File: src/rtl/memory_pkg.sv
// Shared definitions for the slot allocator / free-er pair working on one RAM.
// Holds the slot layout constants, error codes and free-controller states.
package memory_pkg;

  localparam int ADDR_W     = 10;
  localparam int DATA_W     = 32;
  localparam int SLOT_WORDS = 32;
  localparam int USED_BIT   = 31;

  localparam logic [1:0] ERR_NONE        = 2'd0;
  localparam logic [1:0] ERR_MISALIGNED  = 2'd1;
  localparam logic [1:0] ERR_ZERO        = 2'd2;
  localparam logic [1:0] ERR_DOUBLE_FREE = 2'd3;

  localparam logic [2:0] ST_IDLE     = 3'd0;
  localparam logic [2:0] ST_READ_HDR = 3'd1;
  localparam logic [2:0] ST_WAIT_HDR = 3'd2;
  localparam logic [2:0] ST_CLEAR    = 3'd3;
  localparam logic [2:0] ST_DONE     = 3'd4;

endpackage

File: src/rtl/free_memory.sv
// Frees one RAM slot: checks the header used flag, then zeroes the slot top-down
// so the header is cleared last; bad or already-free requests end without writes.
module free_memory #(
  parameter int ADDR_W     = memory_pkg::ADDR_W,
  parameter int SLOT_WORDS = memory_pkg::SLOT_WORDS
) (
  input  logic                          clock,
  input  logic                          reset,
  input  logic                          start,
  input  logic [ADDR_W-1:0]             free_addr,
  output logic                          busy,
  output logic                          done,
  output logic                          error,
  output logic [1:0]                    err_code,
  output logic [ADDR_W-1:0]             ram_address,
  output logic [memory_pkg::DATA_W-1:0] ram_data,
  output logic                          ram_wren,
  input  logic [memory_pkg::DATA_W-1:0] ram_q
);
  import memory_pkg::*;

  localparam int OFF_W = $clog2(SLOT_WORDS);

  logic [2:0]        state;
  logic [ADDR_W-1:0] base;
  logic [OFF_W-1:0]  cnt;
  logic [1:0]        code;
  logic [OFF_W-1:0]  cnt_dec;
  logic [ADDR_W-1:0] clr_addr;
  logic [ADDR_W-1:0] top_addr;
  logic              unused_q;

  assign cnt_dec  = cnt - 1'b1;
  // Offsets never carry into the base because the base is slot aligned.
  assign clr_addr = base | ADDR_W'(cnt_dec);
  assign top_addr = base | ADDR_W'({OFF_W{1'b1}});
  assign unused_q = ^ram_q[USED_BIT-1:0];

  assign busy     = (state != ST_IDLE);
  assign done     = (state == ST_DONE);
  assign error    = done && (code != ERR_NONE);
  assign err_code = done ? code : ERR_NONE;
  assign ram_wren = (state == ST_CLEAR);

  always_ff @(posedge clock or posedge reset) begin
    if (reset) begin
      state       <= ST_IDLE;
      base        <= '0;
      cnt         <= '0;
      code        <= ERR_NONE;
      ram_address <= '0;
      ram_data    <= '0;
    end else begin
      case (state)
        ST_IDLE: begin
          if (start) begin
            if (|free_addr[OFF_W-1:0]) begin
              code  <= ERR_MISALIGNED;
              state <= ST_DONE;
            end else if (free_addr == '0) begin
              code  <= ERR_ZERO;
              state <= ST_DONE;
            end else begin
              code        <= ERR_NONE;
              base        <= free_addr;
              ram_address <= free_addr;
              state       <= ST_READ_HDR;
            end
          end
        end
        ST_READ_HDR: state <= ST_WAIT_HDR;
        ST_WAIT_HDR: begin
          if (ram_q[USED_BIT]) begin
            cnt         <= '1;
            ram_address <= top_addr;
            ram_data    <= '0;
            state       <= ST_CLEAR;
          end else begin
            code  <= ERR_DOUBLE_FREE;
            state <= ST_DONE;
          end
        end
        ST_CLEAR: begin
          if (cnt == '0) begin
            state <= ST_DONE;
          end else begin
            cnt         <= cnt_dec;
            ram_address <= clr_addr;
          end
        end
        ST_DONE: begin
          cnt   <= '0;
          state <= ST_IDLE;
        end
        default: state <= ST_IDLE;
      endcase
    end
  end

endmodule

File: config.mk
export PLATFORM = sky130hd
export DESIGN_NAME = free_memory
export DESIGN_NICKNAME = d
export VERILOG_FILES = /design/src/rtl/memory_pkg.sv /design/src/rtl/free_memory.sv
export SDC_FILE = /design/constraint.sdc
export NUM_CORES = 1
export LEC_CHECK = 0
export ABC_AREA = 1
export ABC_CLOCK_PERIOD_IN_PS = 1500
export CORE_ASPECT_RATIO = 0.5
export CORE_MARGIN = 2
export CORE_UTILIZATION = 50
export CTS_BUF_LIST = sky130_fd_sc_hd__clkbuf_2 sky130_fd_sc_hd__clkbuf_4 sky130_fd_sc_hd__clkbuf_8
export DETAILED_ROUTE_END_ITERATION = 8
export DONT_BUFFER_PORTS = 1
export PLACE_DENSITY = 0.68
export SYNTH_ARGS = -nofsm -noshare
export SYNTH_HDL_FRONTEND = slang
export SYNTH_SLANG_ARGS = --single-unit
File: constraint.sdc
create_clock -name clock -period 1.5 [get_ports clock]
set_input_delay 0.225 -clock clock [delete_from_list [all_inputs] [get_ports clock]]
set_output_delay 0.225 -clock clock [all_outputs]
set_load 0.01 [all_outputs]
==> flow_summary.yaml, run 1 <==
timing:
  fmax_mhz: 681
  fin_skew_ns: 0.00274
  finalHoldViolations: 0
  fin_crit_sh_pct: 97.9
  setup_viol: 0
  min_period_ns: 1.47
  maxSlewViolCount: 0
power:
  seqPwrFrac_pct: 32.1
  pwr-share-clk_pct: 17.7
  p_sw_uw: 2050
  peakVddDrop_mv: 0.646
  p_leak_uw: 0.00117
  p_per_area_mw_per_mm2: 2160
  switching_share_pct: 43.7
  p_int_uw: 2640
  pwr-share-comb_pct: 50.1
layout:
  nets: 320
  multi_input_area_sq_um: 920
  final_area_sq_mm: 0.00216
  utilization_pct: 61.0
  drive_above_1_share_pct: 24.2
  register_area_sq_um: 753
  antenna_cells: 0
  fillers: 317
  syn_to_final_growth_pct: 13.5
synth:
  avgSynthCellArea_sq_um: 7.60
  yosysWarnings: 0
  syn_inst: 251
  synth_area_sq_mm: 0.00191
  ys_async_sr_fraction_pct: 100
  synth_top_area_share_pct: 39.4
  ys_seq_elements: 30
  synth_common_cells: "nand2_1 (57), buf_4 (34), inv_1 (32), dfrtp_1 (30), nor2_1 (20)"
  seq_area_frac_synth_pct: 39.4
  ys.flop_type: "dfrtp_1"
  yosys-top-cells-area: "dfrtp_1 (39%), buf_4 (13%), nand2_1 (11%)"
  synth_edf_count: 0
  yosysTopAreaCell: "dfrtp_1"
  yosys.cell_count.top_type: "nand2_1"
  synthDistinctLibCells: 27
route:
  routed_wl_um: 4080
  avgRoutedWirePerCell_um: 12.6
  drc_errors: 0
  via_per_inst: 4.74
  dr.pass1.iters: 4
  drt_iter0_drc: 68
  ant_nets: 0
  vias: 1537
critical_path:
  cp.arrival_ns: 1.24
  cp_slowest_stage_delay_ns: 0.47
  startpoint: "state[0]"
  cp_max_fo: 6
  critPathLaunchType: "register"
  crit_type: "reg -> out"
  r2r_slack_ns: 0.06
  worst_ep_required_time_ns: 1.27
  path_cells: "nor2_4, nand2_4, inv_2, buf_4"
  cp_slowest_cell: "dfrtp_2"
  worst_setup_path_end_kind: "primary output"
  r2r-end: "ram_address[0]"
  rr_worst_depth: 11
  r2r_start: "cnt[1]"
clocking:
  cts-root-buf: "clkbuf_8"
  h-tree-depth: 2
  cts_buffers: 5
  cts_tree: "done"
  clock_sinks: 30
  clockBufferDepth: 2
  path_clk_slew_ns: 0.06
  clk_latency_ns: 0.28
grt:
  antenna_found_initial: 0
  grt_pass1_wl_um: 6420
  grt_pass1_vias: 1362
  globalRouteTotalUtil_pct: 19.9
  globalRouteOverflowTotal: 0
  grt_max_degree: 31
min_path:
  hp-start: "free_addr[8]"
  hold_path_end: "base[8]"
  whs_path_depth: 2
  hp-class: "in -> reg"
die:
  fp.dieH_um: 47.7
  core_area_sq_mm: 0.00355
  io_pins: 93
  initial_core_util_pct: 53.8
  dieWidth_um: 91.3
  rows: 15
  die_area_sq_mm: 0.00435
place:
  place_area_sq_mm: 0.00193
  gp_congestion: 0.832
  hpwl_um: 2840
  port_buffers: 0
job:
  max_cap_viol_count: 0
run_status:
  status: "finished clean"
==> worst max-delay path: cells and delay by family (launching register included) <==
| family | cells | cell delay [ns] |
|---|---|---|
| flops | 1 | 0.47 |
| simple gates | 2 | 0.27 |
| buf+inv | 2 | 0.22 |
==> per-layer routing <==
layer | GRT usage (%) | wire, um | vias up
met1 | 23.4 | 1740 | 694
li1 | - | - | 755
met3 | 6.77 | 357 | 5
met5 | 0 | 0 | -
met4 | 8.18 | 44 | 0
met2 | 35.6 | 1940 | 83
==> area by class of cell <==
cell class / instances / share of cell area, %
Timing Repair Buffer: 22 / 8.67
Multi-Input combinational cell: 180 / 42.5
Tap cell: 51 / 2.95
Inverter: 34 / 5.90
Clock buffer: 6 / 3.82
Sequential cell: 30 / 34.8
Clock inverter: 1 / 1.39
==> state kept, by name, summed over array words and instances (netlist names) <==
| register | flops |
|---|---|
| base | 10 |
| ram_address | 10 |
| cnt | 5 |
| state | 3 |
| code | 2 |
==> metrics by stage <==
stage                     hold WS, ns  setup slack [ns]  cells  TNS (ns)  total power (uW)
after floorplan                 0.316            0.0297    282         0              2960
after global placement          0.218            0.0376    313         0              3430
after detailed placement        0.226           -0.0234    313    -0.129              3480
after CTS                      0.0618            0.0113    323         0              4460
after global routing           0.0525           -0.0262    324   -0.0856              5070
final                          0.0659            0.0318    324         0              4690
==> how the worst max path moves through the flow <==
stage / end / slack (ns) / depth (start not counted)
after floorplan: ram_address[3] / 0.03 / 10
after global placement: ram_address[0] / 0.04 / 11
after detailed placement: ram_address[0] / -0.02 / 11
after CTS: ram_address[4] / 0.01 / 10
after global routing: base[8] / -0.03 / 8
final: done / 0.03 / 4
==> layout by cell type (no fill, tap or decap), drive strengths merged <==
cell | netlist | final
o211ai | 1 | 1
dfrtp | 30 | 30
nor2 | 24 | 24
conb | 1 | 32
bufinv | 0 | 1
o21ai | 14 | 14
nor3 | 2 | 2
nand2 | 71 | 71
a31oi | 3 | 3
nand3 | 16 | 16
a22oi | 2 | 2
xor2 | 1 | 1
or2 | 3 | 3
clkbuf | 0 | 6
ha | 2 | 2
o311ai | 1 | 1
a21oi | 8 | 8
inv | 34 | 34
dlygate4sd3 | 0 | 1
buf | 38 | 21
==> power groups by stage <==
stage | Combinational [uW] | Sequential (uW) | Clock (uW)
3_3_place_gp | 1960 | 1470 | 0
5_1_grt | 2620 | 1550 | 892
4_1_cts | 2130 | 1470 | 851
6_report | 2350 | 1510 | 831
2_1_floorplan | 1560 | 1400 | 0
3_5_place_dp | 2010 | 1480 | 0
==> logic make-up (layout without fill, tap and decap cells) <==
logic type	count (synthesis)	after routing	synth area share [%]
AOI/OAI and AO/OA	29	29	8.40
xor gates and xnor gates	1	1	0.459
adders and majority gates	2	2	1.31
DFF	30	30	39.4
buffers and inverters	72	63	21.8
other	1	32	0.197
and+or+nand+nor	116	116	28.5
==> repair_timing <==
item                                    CTS  global route
gates cloned                              0             1
pin swaps                                 0             7
hold buffers                              1             0
resized for setup                         7            19
hold endpoints to repair                 30             0
setup buffers                             2             0
endpoints found under the setup margin   18            18
No activity file was read; power rests on OpenSTA's default activity.
==> run 2: changes to the inputs <==
--- a/config.mk
+++ b/config.mk
@@ -13,7 +13,7 @@
 export CTS_BUF_LIST = sky130_fd_sc_hd__clkbuf_2 sky130_fd_sc_hd__clkbuf_4 sky130_fd_sc_hd__clkbuf_8
 export DETAILED_ROUTE_END_ITERATION = 8
 export DONT_BUFFER_PORTS = 1
-export PLACE_DENSITY = 0.68
+export PLACE_DENSITY = 0.75
 export SYNTH_ARGS = -nofsm -noshare
 export SYNTH_HDL_FRONTEND = slang
 export SYNTH_SLANG_ARGS = --single-unit
==> run 2 against run 1 <==
  * Clock-buffer cell count stayed put
  * Sequential power hardly changed
  * First-iteration DRC count stayed put
  * Global-route usage is 0.54 points lower
  * Clock power is 24% higher
  * Largest power group unchanged
  * Highest routed layer unchanged
==> flow_summary.yaml, run 2 (synthesis gave the netlist of run 1 again) <==
timing:
  min_period_ns: 1.46
  fmax_mhz: 686
  setup_ws_ns: 0.0423
  fin_skew_ns: 0.00391
  maxSlewViolCount: 0
  finalHoldViolations: 0
  setup_viol: 0
  fin_crit_sh_pct: 97.2
  rsz0062_at_grt: "true"
die:
  core_area_sq_mm: 0.00355
  rows: 15
  io_pins: 93
  initial_core_util_pct: 53.8
  dieWidth_um: 91.3
  die_area_sq_mm: 0.00435
  fp.dieH_um: 47.7
place:
  hpwl_um: 2830
  place_area_sq_mm: 0.00192
  port_buffers: 0
  gp_congestion: 0.857
  placed_cells: 310
  place_ws_ns: -0.0250
run_status:
  status: "finished clean"
layout:
  top_regs: "base x10, ram_address x10, cnt x5"
  final_area_sq_mm: 0.00220
  syn_to_final_growth_pct: 15.6
  layout.cells.most_common: "nand2_1"
  final_cell_mix: "nand2_1 (56), conb_1 (32), inv_1 (29)"
  nets: 317
  drive_above_1_share_pct: 24.0
  antenna_cells: 0
  stdcell_count: 322
clocking:
  clock_sinks: 30
  clk_latency_ns: 0.29
  cts_buffers: 5
  cts_tree: "done"
  h-tree-depth: 2
  clockBufferDepth: 2
  path_clk_slew_ns: 0.07
  cts-root-buf: "clkbuf_8"
route:
  drt_iter0_drc: 68
  dr.pass1.iters: 4
  vias: 1559
  avgRoutedWirePerCell_um: 12.9
  ant_nets: 0
  drc_errors: 0
  via_per_inst: 4.84
  routed_wl_um: 4160
min_path:
  hp-class: "in -> reg"
  hp-start: "free_addr[9]"
power:
  p_per_area_mw_per_mm2: 2270
  p_leak_uw: 0.00118
  peakVddDrop_mv: 0.697
  power.total_uw: 4990
critical_path:
  cp_max_fo: 6
  startpoint: "state[0]"
  cp.arrival_ns: 1.23
  r2r_slack_ns: 0.05
  worst_setup_path_end_kind: "primary output"
  worst_ep_required_time_ns: 1.27
  critPathLaunchType: "register"
  r2r_start: "state[0]"
  crit_type: "reg -> out"
grt:
  globalRouteOverflowTotal: 0
  grt_pass1_vias: 1409
  grt_max_degree: 31
  grt_pass1_wl_um: 6370
  globalRouteTotalUtil_pct: 19.4
  antenna_found_initial: 0
job:
  max_cap_viol_count: 0
## run 2: cell types whose count changed in the layout (fill, tap and decap cells not counted), sizes merged
| cell | change |
|---|---|
| bufinv | +1 |
| clkbuf | +1 |
| buf | -4 |
## run 2: worst paths after layout
kind | end | cells past startpoint
max | err_code[1] | 3
min | base[9] | 2
max reg2reg | ram_address[8] | 9
min reg2reg | base[4] | 2
max in group asynchronous | state[2] | 3
min in group asynchronous | ram_address[6] | 3
## run 2: routing by layer
layer  up-vias  wire length [um]  GRT usage (%)
met2        84              1970           35.0
met5         -                 0              0
li1        747                 -              -
met1       716              1770           22.1
met4         0               101           10.3
met3        12               320           6.14
## run 2: critical path: stages (launching register included)
cell	delay, ns
dfrtp_2	0.47
nor2_4	0.15
nand2_4	0.09
nor2_1	0.22
## run 2: what timing repair did
action                                  4_1_cts  5_1_grt
endpoints found under the setup margin       17       21
resized for setup                             5       20
pin swaps                                     0        7
cloned                                        0        2
hold buffers                                  1        0
setup buffers                                 0        1
hold endpoints to repair                     30        0
## run 2: final cells by class
class | count | area (sq um)
Multi-Input combinational cell | 180 | 937
Clock inverter | 2 | 60.1
Timing Repair Buffer | 19 | 176
Clock buffer | 6 | 82.6
Fill cell | 305 | 1340
Tap cell | 51 | 63.8
Sequential cell | 30 | 753
Inverter | 34 | 130
## run 2: report_power, final
part | total, uW | internal, uW | switching [uW]
registers | 1510 | 1140 | 368
clock network | 1030 | 708 | 326
logic | 2450 | 1010 | 1440
total | 4990 | 2860 | 2130
## run 2: per-stage QoR
| stage | utilization (%) | TNS (ns) | hold WS [ns] |
|---|---|---|---|
| after CTS | 58.9 | 0 | 0.0553 |
| after global routing | 62.1 | -0.0815 | 0.0581 |
| after detailed placement | 54.3 | -0.0880 | 0.220 |
| after global placement | 54.3 | 0 | 0.215 |
| after floorplan | - | 0 | 0.316 |
| final | 62.1 | 0 | 0.0596 |
